<file path="config.mk">
export PLATFORM = sky130hd
export DESIGN_NAME = pll_lock_reset_sequencer
export DESIGN_NICKNAME = d
export VERILOG_FILES = /design/src/rtl/pll_reset_pkg.sv /design/src/rtl/sync_ff.sv /design/src/rtl/pll_lock_reset_sequencer.sv
export SDC_FILE = /design/constraint.sdc
export NUM_CORES = 1
export LEC_CHECK = 0
export ABC_CLOCK_PERIOD_IN_PS = 2600
export BUFFER_PORTS_ARGS = -buffer_cell sky130_fd_sc_hd__buf_2
export CORE_MARGIN = 3
export CORE_UTILIZATION = 40
export CTS_CLUSTER_DIAMETER = 80
export DETAILED_ROUTE_END_ITERATION = 12
export GPL_TIMING_DRIVEN = 1
export PLACE_DENSITY_LB_ADDON = 0.3
export SLEW_MARGIN = 10
export SYNTH_ARGS = -nofsm -noshare
export SYNTH_HDL_FRONTEND = slang
export SYNTH_SLANG_ARGS = --single-unit
</file>
<file path="constraint.sdc">
create_clock -name clkSYSTEM -period 2.6 [get_ports clkSYSTEM]
set_input_delay 0 -clock clkSYSTEM [delete_from_list [all_inputs] [get_ports clkSYSTEM]]
set_output_delay 0 -clock clkSYSTEM [all_outputs]
set_load 0.01 [all_outputs]
</file>
<file path="src/rtl/pll_reset_pkg.sv">
// Shared types and constants for the PLL lock reset sequencer.
// Holds the sequencer state encoding, the loss counter width and a small sizing helper.
package pll_reset_pkg;

    localparam int LOSS_COUNT_W = 8;

    typedef enum logic [2:0] {
        WAIT_LOCK,
        STABLE,
        REL_SDRAM,
        WAIT_SDRAM,
        REL_DECODE,
        RUN
    } seq_state_t;

    function automatic int max_int(input int a, input int b);
        return (a > b) ? a : b;
    endfunction

endpackage

</file>
<file path="src/rtl/sync_ff.sv">
// Multi-flop synchronizer that brings an asynchronous level into the local clock domain.
// Flops clear to 0 on the asynchronous active-low reset.
module sync_ff #(
    parameter int SYNC_STAGES = 2
) (
    input  logic clk,
    input  logic rst_n,
    input  logic d,
    output logic q
);

    logic [SYNC_STAGES-1:0] sync_q;
    logic [SYNC_STAGES-1:0] sync_d;

    always_comb begin
        sync_d = {sync_q[SYNC_STAGES-2:0], d};
    end

    always_ff @(posedge clk or negedge rst_n) begin
        if (!rst_n) begin
            sync_q <= '0;
        end else begin
            sync_q <= sync_d;
        end
    end

    assign q = sync_q[SYNC_STAGES-1];

endmodule

</file>
<file path="src/rtl/pll_lock_reset_sequencer.sv">
// Releases SDRAM, decode and CPU resets in order once the PLL lock has been stable long enough.
// Define LOCK_LOSS_COUNTER_EN to build the saturating lock-loss counter; otherwise loss_count is tied to 0.
module pll_lock_reset_sequencer
    import pll_reset_pkg::*;
#(
    parameter int SYNC_STAGES    = 2,
    parameter int STABLE_CYCLES  = 1024,
    parameter int STAGGER_CYCLES = 16
) (
    input  logic                    clkSYSTEM,
    input  logic                    resetn,
    input  logic                    locked,
    input  logic                    sdram_ready,
    output logic                    rst_sdram_n,
    output logic                    rst_decode_n,
    output logic                    rst_cpu_n,
    output logic                    ready,
    output logic                    lock_lost,
    output logic [LOSS_COUNT_W-1:0] loss_count
);

    localparam int CNT_W = $clog2(max_int(STABLE_CYCLES, STAGGER_CYCLES)) + 1;
    localparam logic [CNT_W-1:0] STABLE_LAST  = CNT_W'(STABLE_CYCLES - 1);
    localparam logic [CNT_W-1:0] STAGGER_LAST = CNT_W'(STAGGER_CYCLES);

    logic       lock_s;
    seq_state_t state_q, state_d;
    logic [CNT_W-1:0] cnt_q, cnt_d;
    logic rst_sdram_n_q, rst_sdram_n_d;
    logic rst_decode_n_q, rst_decode_n_d;
    logic rst_cpu_n_q, rst_cpu_n_d;
    logic ready_q, ready_d;
    logic lock_lost_q, lock_lost_d;

    sync_ff #(
        .SYNC_STAGES(SYNC_STAGES)
    ) u_sync (
        .clk  (clkSYSTEM),
        .rst_n(resetn),
        .d    (locked),
        .q    (lock_s)
    );

    always_ff @(posedge clkSYSTEM or negedge resetn) begin
        if (!resetn) begin
            state_q <= WAIT_LOCK;
            cnt_q   <= '0;
        end else begin
            state_q <= state_d;
            cnt_q   <= cnt_d;
        end
    end

    // A lost lock overrides every other transition, including terminal counts.
    always_comb begin
        state_d = state_q;
        cnt_d   = cnt_q;
        if (state_q != WAIT_LOCK && !lock_s) begin
            state_d = WAIT_LOCK;
            cnt_d   = '0;
        end else begin
            case (state_q)
                WAIT_LOCK: begin
                    if (lock_s) begin
                        state_d = STABLE;
                        cnt_d   = '0;
                    end
                end
                STABLE: begin
                    if (cnt_q == STABLE_LAST) begin
                        state_d = REL_SDRAM;
                    end else begin
                        cnt_d = cnt_q + 1'b1;
                    end
                end
                REL_SDRAM: begin
                    state_d = WAIT_SDRAM;
                end
                WAIT_SDRAM: begin
                    if (sdram_ready) begin
                        state_d = REL_DECODE;
                        cnt_d   = '0;
                    end
                end
                REL_DECODE: begin
                    if (cnt_q == STAGGER_LAST) begin
                        state_d = RUN;
                    end else begin
                        cnt_d = cnt_q + 1'b1;
                    end
                end
                RUN: begin
                    state_d = RUN;
                end
                default: begin
                    state_d = WAIT_LOCK;
                    cnt_d   = '0;
                end
            endcase
        end
    end

    // Gating with lock_s pulls every reset low on the same edge the FSM falls back.
    always_comb begin
        rst_sdram_n_d  = lock_s && (state_q inside {REL_SDRAM, WAIT_SDRAM, REL_DECODE, RUN});
        rst_decode_n_d = lock_s && (state_q inside {REL_DECODE, RUN});
        rst_cpu_n_d    = lock_s && (state_q == RUN);
        ready_d        = lock_s && (state_q == RUN);
        lock_lost_d    = !lock_s && (state_q != WAIT_LOCK);
    end

    always_ff @(posedge clkSYSTEM or negedge resetn) begin
        if (!resetn) begin
            rst_sdram_n_q  <= 1'b0;
            rst_decode_n_q <= 1'b0;
            rst_cpu_n_q    <= 1'b0;
            ready_q        <= 1'b0;
            lock_lost_q    <= 1'b0;
        end else begin
            rst_sdram_n_q  <= rst_sdram_n_d;
            rst_decode_n_q <= rst_decode_n_d;
            rst_cpu_n_q    <= rst_cpu_n_d;
            ready_q        <= ready_d;
            lock_lost_q    <= lock_lost_d;
        end
    end

    assign rst_sdram_n  = rst_sdram_n_q;
    assign rst_decode_n = rst_decode_n_q;
    assign rst_cpu_n    = rst_cpu_n_q;
    assign ready        = ready_q;
    assign lock_lost    = lock_lost_q;

`ifdef LOCK_LOSS_COUNTER_EN
    logic [LOSS_COUNT_W-1:0] loss_count_q, loss_count_d;

    always_comb begin
        loss_count_d = loss_count_q;
        if (lock_lost_d && (loss_count_q != '1)) begin
            loss_count_d = loss_count_q + LOSS_COUNT_W'(1);
        end
    end

    always_ff @(posedge clkSYSTEM or negedge resetn) begin
        if (!resetn) begin
            loss_count_q <= '0;
        end else begin
            loss_count_q <= loss_count_d;
        end
    end

    assign loss_count = loss_count_q;
`else
    assign loss_count = '0;
`endif

endmodule

</file>
==> impl_metrics.json, run 1 <==
{
  "status": "completed",
  "min_from": "sdram_ready",
  "finalCriticalPeriod_ns": 2.08,
  "synth_common_cells": "20 x dfrtp_1, 12 x nand2_1, 11 x nor2_1",
  "io_pins": 17,
  "synth_most_common_cell": "dfrtp_1",
  "fmaxAchievable_ghz": 0.480,
  "first_global_vias": 825,
  "synth_flop_cell": "dfrtp_1",
  "avgSynthCellArea_um2": 9.17,
  "cts_buffers": 3,
  "ys_seq_elements": 20,
  "start_util_pct": 42.5,
  "core-area_um2": 2810,
  "synthTopCellsByArea": "dfrtp_1 42%, buf_4 6.3%, ha_1 4.2%",
  "root_buffer": "clkbuf_4",
  "p_switching_uw": 258,
  "fin_cells": 167,
  "firstDrtPassIters": 4,
  "hold_buffers": 2,
  "io_buffers": 8,
  "p_int_uw": 480,
  "die_area_um2": 3670,
  "ys_types": 40,
  "wl_mm": 2.18,
  "die-width_um": 60.6,
  "clock-skew-final_ns": 0.00303,
  "critPathLaunchType": "flip-flop",
  "leakagePower_nw": 0.603,
  "place_area_um2": 1200,
  "p_comb_share_pct": 28.7,
  "grt-ovfl-total": 0,
  "wl_per_cell_um": 13.1,
  "final_area_um2": 1250,
  "rr_endpoint": "cnt_q[9]",
  "antenna_cells": 0,
  "drt-initial-drc-count": 37,
  "p_sw_share_pct": 35.0,
  "ant_nets": 0,
  "grt_pass1_wl_mm": 3.78,
  "clock_sinks": 20,
  "rows": 19,
  "postSynthCellCount": 130,
  "final_core_util_pct": 44.4,
  "vias": 900,
  "h-tree-depth": 1,
  "reg2reg_slack_ns": 0.52,
  "pwr-share-seq_pct": 51.7,
  "drive_gt1_share_pct": 11.0,
  "cp_data_arrival_time_ns": 2.25,
  "route.detailed.drc": 0,
  "dpl.cell_count": 162,
  "synth_area_leader_cell": "dfrtp_1",
  "required_ns": 2.76,
  "holdPathEnd": "state_q[1]",
  "hold_depth": 4,
  "setup_viol": 0,
  "min_path_type": "primary input to flip-flop",
  "p_clk_share_pct": 19.6,
  "hold_violations": 0,
  "viasPerCell": 5.39,
  "synth_async_sr_flop_share_pct": 100,
  "antenna_found_initial": 0,
  "syn_area_um2": 1190,
  "period_share_pct": 80.1,
  "tns_ns": 0,
  "cts_max_path_buffers": 2,
  "post_cts_buffers": 0,
  "power_density_nw_per_um2": 592,
  "clk_latency_ns": 0.29,
  "fill_cells": 287,
  "setup.worst_path.class": "flip-flop to flip-flop",
  "cp_max_fo": 13,
  "ys_seq_area_share_pct": 42.0,
  "synth_top_area_share_pct": 42.0,
  "drv_slew": 0,
  "rr_startpoint": "state_q[1]",
  "ctsResizeCount": 0,
  "grt_max_degree": 21,
  "tritoncts": "built",
  "grt_usage_pct": 13.7,
  "die_y_um": 60.6,
  "hpwl_mm": 1.61,
  "synth_edf_count": 0,
  "end_kind": "flip-flop",
  "worstRegToRegCells": 5,
  "areaGrowthSynthToFinish_pct": 4.51,
  "nets": 146,
  "ir_drop_mv": 0.207,
  "maxCapViolations": 0,
  "yosys_warnings": 0,
  "path_clk_slew_ns": 0.11,
  "gp_congestion": 0.897,
  "rsz0062_at_grt": "no"
}
==> power by group through the flow <==
stage	sequential (mW)	combinational (mW)	clock [mW]
floorplan	0.365	0.193	0
global placement	0.385	0.205	0
detailed placement	0.387	0.211	0
CTS	0.381	0.213	0.153
global route	0.388	0.242	0.166
finish	0.382	0.212	0.145
==> metal layers <==
| layer | part of all wire (%) | global-route usage, % |
|---|---|---|
| met3 | 3.4 | 2.98 |
| met1 | 48 | 18.9 |
| met5 | 0 | 0 |
| met4 | 1.6 | 6.50 |
| met2 | 47 | 20.3 |
==> cells in the final DEF (no fill, tap or decap) <==
master,n
a21oi_1,6
a31oi_1,2
a32o_1,1
a41oi_1,1
and2_1,3
and2b_1,1
and3_1,3
and3_2,1
buf_2,8
clkbuf_4,3
conb_1,8
dfrtp_1,20
dlygate4sd3_1,2
ha_1,4
inv_1,5
mux2i_1,3
nand2_1,12
nand2b_1,1
nand3_1,5
nand3b_1,1
nand3b_4,1
nand4_1,1
nand4b_1,2
nor2_1,11
nor2_2,1
nor2b_1,4
nor3_1,4
nor4_1,2
nor4b_1,1
o21a_1,2
o21ai_0,5
o221ai_1,1
o31ai_1,3
o32ai_1,1
o41ai_1,1
or3_1,1
or4_1,2
or4_4,1
or4b_1,1
xor2_1,1
==> kinds of logic after synthesis <==
| group | synth area share [%] |
|---|---|
| AOI/OAI and AO/OA | 12.6 |
| xor gates and xnor gates | 0.735 |
| adders and majority gates | 4.20 |
| buffers and inverters | 9.44 |
| DFF | 42.0 |
| muxes | 2.52 |
| other | 0.314 |
| and+or+nand+nor | 28.2 |
==> worst max-delay path by stage <==
stage / cells after the start / slack, ns / end / from
after global placement: 5 / 0.58 / cnt_q[2] / state_q[1]
after detailed placement: 5 / 0.54 / cnt_q[9] / state_q[1]
after global routing: 5 / 0.37 / cnt_q[9] / state_q[1]
after CTS: 5 / 0.52 / cnt_q[9] / state_q[1]
final: 5 / 0.52 / cnt_q[9] / state_q[1]
after floorplan: 7 / 0.67 / cnt_q[2] / cnt_q[0]
==> layout make-up <==
class	instances	area (µm²)	share of cell area, %
Sequential cell	20	500	40.2
Inverter	5	18.8	1.51
Timing Repair Buffer	10	60.1	4.82
Multi-Input combinational cell	98	606	48.6
Clock buffer	3	22.5	1.81
Tap cell	31	38.8	3.11
==> state kept, by name, summed over array words and instances (netlist names) <==
name	cells
u_sync.sync_q	2
lock_lost	1
rst_decode_n	1
ready	1
cnt_q	11
rst_sdram_n	1
state_q	3
==> through the flow <==
| step | worst slack (ns) | power [mW] | hold slack [ns] |
|---|---|---|---|
| floorplan | 0.668 | 0.559 | -0.296 |
| global placement | 0.580 | 0.590 | -0.0300 |
| detailed placement | 0.537 | 0.598 | -0.0228 |
| CTS | 0.515 | 0.747 | 0.0511 |
| global route | 0.368 | 0.797 | 0.0571 |
| finish | 0.517 | 0.738 | 0.0624 |
==> critical path: stages, from the launching register on <==
cell and delay [ns]:
dfrtp_1 0.54, nand3b_4 0.21, nor2_1 0.07, or4_4 0.57, nor2_2 0.38, o221ai_1 0.19
Note: power is estimated with default switching activity, not from simulation.
==> inputs of run 2 (changes only) <==
--- a/config.mk
+++ b/config.mk
@@ -5,7 +5,7 @@
 export SDC_FILE = /design/constraint.sdc
 export NUM_CORES = 1
 export LEC_CHECK = 0
-export ABC_CLOCK_PERIOD_IN_PS = 2600
+export ABC_CLOCK_PERIOD_IN_PS = 1900
 export BUFFER_PORTS_ARGS = -buffer_cell sky130_fd_sc_hd__buf_2
 export CORE_MARGIN = 3
 export CORE_UTILIZATION = 40
==> constraint.sdc (replaced) <==
create_clock -name clkSYSTEM -period 1.9 [get_ports clkSYSTEM]
set_input_delay 0 -clock clkSYSTEM [delete_from_list [all_inputs] [get_ports clkSYSTEM]]
set_output_delay 0 -clock clkSYSTEM [all_outputs]
set_load 0.01 [all_outputs]
==> impl_metrics.json, run 2 (same netlist as run 1, synthesis figures left out) <==
{
  "fmaxAchievable_ghz": 0.531,
  "p_clk_share_pct": 16.7,
  "drt-initial-drc-count": 56,
  "root_buffer": "clkbuf_4",
  "end_kind": "flip-flop",
  "clk_latency_ns": 0.30,
  "clock_sinks": 20,
  "rows": 19,
  "hold_ws_ns": 0.0992,
  "worstRegToRegCells": 6,
  "cts_max_path_buffers": 2,
  "h-tree-depth": 1,
  "cts_buffers": 3,
  "status": "completed",
  "grt_usage_pct": 15.9,
  "power_density_nw_per_um2": 813,
  "start_util_pct": 42.5,
  "tritoncts": "built",
  "grt-ovfl-total": 0,
  "top_register": "cnt_q",
  "grt_max_degree": 21,
  "rsz0062_at_grt": "yes",
  "core-area_um2": 2810,
  "final_common_cell": "buf_4",
  "cp_data_arrival_time_ns": 2.09,
  "grt_pass1_wl_mm": 4.39,
  "hpwl_mm": 1.92,
  "final_core_util_pct": 54.8,
  "nets": 172,
  "hold_violations": 0,
  "wl_per_cell_um": 13.8,
  "viasPerCell": 5.47,
  "io_buffers": 8,
  "vias": 1056,
  "clock-skew-final_ns": 0.000970,
  "required_ns": 2.11,
  "rr_startpoint": "cnt_q[8]",
  "mostFrequentLayoutCells": "24 x buf_4, 18 x dfrtp_1, 11 x nand2_1",
  "antenna_cells": 0,
  "fin_cells": 193,
  "dpl.cell_count": 185,
  "crit_end": "cnt_q[2]",
  "p_switching_uw": 441,
  "antenna_found_initial": 0,
  "setup.worst_path.class": "flip-flop to flip-flop",
  "die_area_um2": 3670,
  "power.total_mw": 1.25,
  "rr_endpoint": "cnt_q[2]",
  "firstDrtPassIters": 4,
  "ir_drop_mv": 0.414,
  "largest_reg_flops": 11,
  "route.detailed.drc": 0,
  "reg2reg_slack_ns": 0.02,
  "fill_cells": 250,
  "die_y_um": 60.6,
  "path_clk_slew_ns": 0.11,
  "min_path_type": "primary input to flip-flop",
  "areaGrowthSynthToFinish_pct": 28.9,
  "setup_viol": 0,
  "p_sw_share_pct": 35.3,
  "p_comb_share_pct": 42.9,
  "pwr-share-seq_pct": 40.4,
  "crit_start": "cnt_q[8]",
  "wl_mm": 2.67,
  "gp_congestion": 0.877,
  "first_global_vias": 989,
  "drv_slew": 0,
  "die-width_um": 60.6,
  "ant_nets": 0,
  "largestRegisters": "cnt_q (11), state_q (3), u_sync.sync_q (2)",
  "io_pins": 17,
  "tns_ns": 0,
  "cp_max_fo": 6,
  "period_share_pct": 99.1,
  "p_int_uw": 809,
  "critPathLaunchType": "flip-flop",
  "drive_gt1_share_pct": 35.8,
  "maxCapViolations": 0,
  "leakagePower_nw": 0.736,
  "finalCriticalPeriod_ns": 1.88
}
## run 2: repair_timing
item                       CTS  global route
gates cloned                 0             0
hold buffers                 2             0
hold endpoints to repair    21             0
setup endpoints to repair    6            10
gates resized for setup      5            18
setup buffers                0             3
pin swaps                    2             2
## run 2: through the flow
step           setup slack, ns  instance area, µm²
2_1_floorplan           0.0163                1220
3_3_place_gp           -0.0105                1380
3_5_place_dp           -0.0650                1380
4_1_cts                -0.0267                1440
5_1_grt                -0.0682                1540
6_report                0.0168                1540
## run 2: worst min path at each step
stage / from / endpoint / slack, ns / cells past startpoint
floorplan: resetn / cnt_q[0] / -0.30 / 0
global placement: resetn / cnt_q[7] / -0.03 / 1
detailed placement: resetn / cnt_q[7] / -0.02 / 1
CTS: sdram_ready / state_q[1] / 0.08 / 4
global route: sdram_ready / state_q[1] / 0.12 / 4
finish: sdram_ready / state_q[1] / 0.1 / 4
## run 2: power by group through the flow
stage / clock network (mW) / registers (mW) / logic (mW)
after floorplan: 0 / 0.501 / 0.265
after global placement: 0 / 0.507 / 0.412
final: 0.208 / 0.505 / 0.536
after CTS: 0.210 / 0.501 / 0.442
after global routing: 0.224 / 0.511 / 0.589
after detailed placement: 0 / 0.509 / 0.426
## run 2: metal layers
metal  routed length [µm]  part of all wire, %  global-route usage, %
met1                 1230                   46                   20.4
met2                 1320                   49                   26.4
met3                   75                  2.8                   2.55
met4                   40                  1.5                   6.50
met5                    0                    0                      0
## run 2: cell type report
cell class / instances / area, µm² / area share, %
multi-input combinational: 98 / 691 / 45.0
sequential: 20 / 503 / 32.7
timing repair buffer: 36 / 263 / 17.1
tap: 31 / 38.8 / 2.52
clock buffer: 3 / 22.5 / 1.47
inverter: 5 / 18.8 / 1.22
## run 2: worst max-delay path, cell delays in order (launching register included)
cell,delay (ns)
dfrtp_1,0.40
or4_4,0.56
nor4_2,0.22
or4_4,0.20
nor2_4,0.04
buf_6,0.14
a32o_1,0.23
==> inputs of run 3 (changes only) <==
--- a/config.mk
+++ b/config.mk
@@ -13,6 +13,7 @@
 export DETAILED_ROUTE_END_ITERATION = 12
 export GPL_TIMING_DRIVEN = 1
 export PLACE_DENSITY_LB_ADDON = 0.3
+export REMOVE_ABC_BUFFERS = 1
 export SLEW_MARGIN = 10
 export SYNTH_ARGS = -nofsm -noshare
 export SYNTH_HDL_FRONTEND = slang
==> impl_metrics.json, run 3 (same netlist as run 1, synthesis figures left out) <==
{
  "path_clk_slew_ns": 0.12,
  "power_density_nw_per_um2": 817,
  "cts_buffers": 3,
  "drv_slew": 0,
  "wl_met2_mm": 1.39,
  "antenna_found_initial": 0,
  "dp_worst_setup_slack_ns": -0.0650,
  "fin_cells": 195,
  "h-tree-depth": 1,
  "grt_max_degree": 21,
  "place_area_um2": 1400,
  "antenna_cells": 0,
  "regArea_um2": 500,
  "io_buffers": 8,
  "hpwl_mm": 1.97,
  "largest_reg_flops": 11,
  "gp_congestion": 0.859,
  "rsz0062_at_grt": "yes",
  "tritoncts": "built",
  "die-width_um": 60.6,
  "die_y_um": 60.6,
  "finalCriticalPeriod_ns": 1.95,
  "final_common_cell": "buf_4",
  "clock-skew-final_ns": 0.00938,
  "dpl.cell_count": 188,
  "final_core_util_pct": 55.1,
  "setup.worst_path.class": "flip-flop to flip-flop",
  "wl_met3_um": 145,
  "clock_sinks": 20,
  "required_ns": 2.12,
  "period_share_pct": 103,
  "fin_ws_ns": -0.0475,
  "fill_cells": 252,
  "critPathLaunchType": "flip-flop",
  "multi_input_area_um2": 696,
  "status": "complete, but fails checks",
  "io_pins": 17,
  "power.total_mw": 1.26,
  "die_area_um2": 3670,
  "hold_ws_ns": 0.0754,
  "final_area_um2": 1550,
  "grt_pass1_wl_mm": 4.47,
  "ir_drop_mv": 0.525,
  "cp_max_fo": 5,
  "end_kind": "flip-flop",
  "grt-ovfl-total": 0,
  "vias": 1068,
  "mostFrequentLayoutCells": "28 x buf_4, 20 x dfrtp_1, 12 x nand2_1",
  "grt_usage_pct": 15.9,
  "leakagePower_nw": 0.760,
  "highest_layer": "met4",
  "root_buffer": "clkbuf_4",
  "drt-initial-drc-count": 46,
  "fmaxAchievable_ghz": 0.513,
  "route.detailed.drc": 0,
  "tns_ns": -0.0835,
  "top_register": "cnt_q",
  "ant_nets": 0,
  "maxCapViolations": 0,
  "largestRegisters": "cnt_q (11), state_q (3), u_sync.sync_q (2)",
  "wl_per_cell_um": 14.5,
  "hold_violations": 0,
  "rows": 19,
  "clk_latency_ns": 0.30,
  "first_global_vias": 1001,
  "start_util_pct": 42.5,
  "core-area_um2": 2810,
  "m1WireLength_mm": 1.24,
  "firstDrtPassIters": 4,
  "violations": "setup timing",
  "cp_data_arrival_time_ns": 2.17,
  "wl_mm": 2.83,
  "nets": 174,
  "viasPerCell": 5.48,
  "cts_max_path_buffers": 2,
  "drive_gt1_share_pct": 34.8,
  "areaGrowthSynthToFinish_pct": 29.7,
  "min_path_type": "primary input to flip-flop",
  "setup_viol": 2
}
run 3: cell count changes in the layout (fill, tap and decap cells not counted), sizes merged:
| cell | previous run | this run |
|---|---|---|
| buf | 34 | 36 |
run 3: power by group:
part           leakage [nW]  switching (mW)  internal (mW)  total (mW)
combinational         0.477           0.276          0.280       0.556
clock                0.0138           0.133         0.0738       0.207
sequential            0.269          0.0346          0.465       0.500
total                 0.760           0.444          0.819        1.26
run 3: area by class of cell:
type	instances	share of cell area [%]
multi-input cells	98	45.0
inverters	5	1.21
repair buffers	38	17.5
flip-flops and latches	20	32.4
clock buffers	3	1.46
well taps	31	2.51
run 3: per-layer routing:
| layer | track usage, % | up-vias |
|---|---|---|
| li1 | - | 515 |
| met1 | 22.9 | 506 |
| met2 | 26.1 | 40 |
| met3 | 1.91 | 7 |
| met4 | 2.79 | 0 |
| met5 | 0 | - |
run 3: path summary, 6_finish.rpt:
check,startpoint,cells past startpoint,end,slack (ns)
setup / recovery,cnt_q[8],6,cnt_q[6],-0.05
hold / removal,sdram_ready,4,state_q[1],0.08
setup reg to reg,cnt_q[8],6,cnt_q[6],-0.05
hold reg to reg,u_sync.sync_q[0],0,u_sync.sync_q[1],0.36
max in group asynchronous,resetn,2,state_q[1],1.40
min in group asynchronous,resetn,2,cnt_q[7],0.17
run 3: repair_timing:
action                                  4_1_cts  5_1_grt
hold endpoints to repair                     21        0
resized for setup                             5       16
endpoints found under the setup margin        2       12
pin swaps                                     4        3
setup buffers                                 1        1
hold buffers                                  2        0
run 3: critical path, stage by stage, from the launching register on:
cell	delay (ns)
dfrtp_1	0.40
or4_4	0.56
nor4_2	0.31
or4_4	0.21
nor2_4	0.04
buf_4	0.15
a31oi_1	0.20
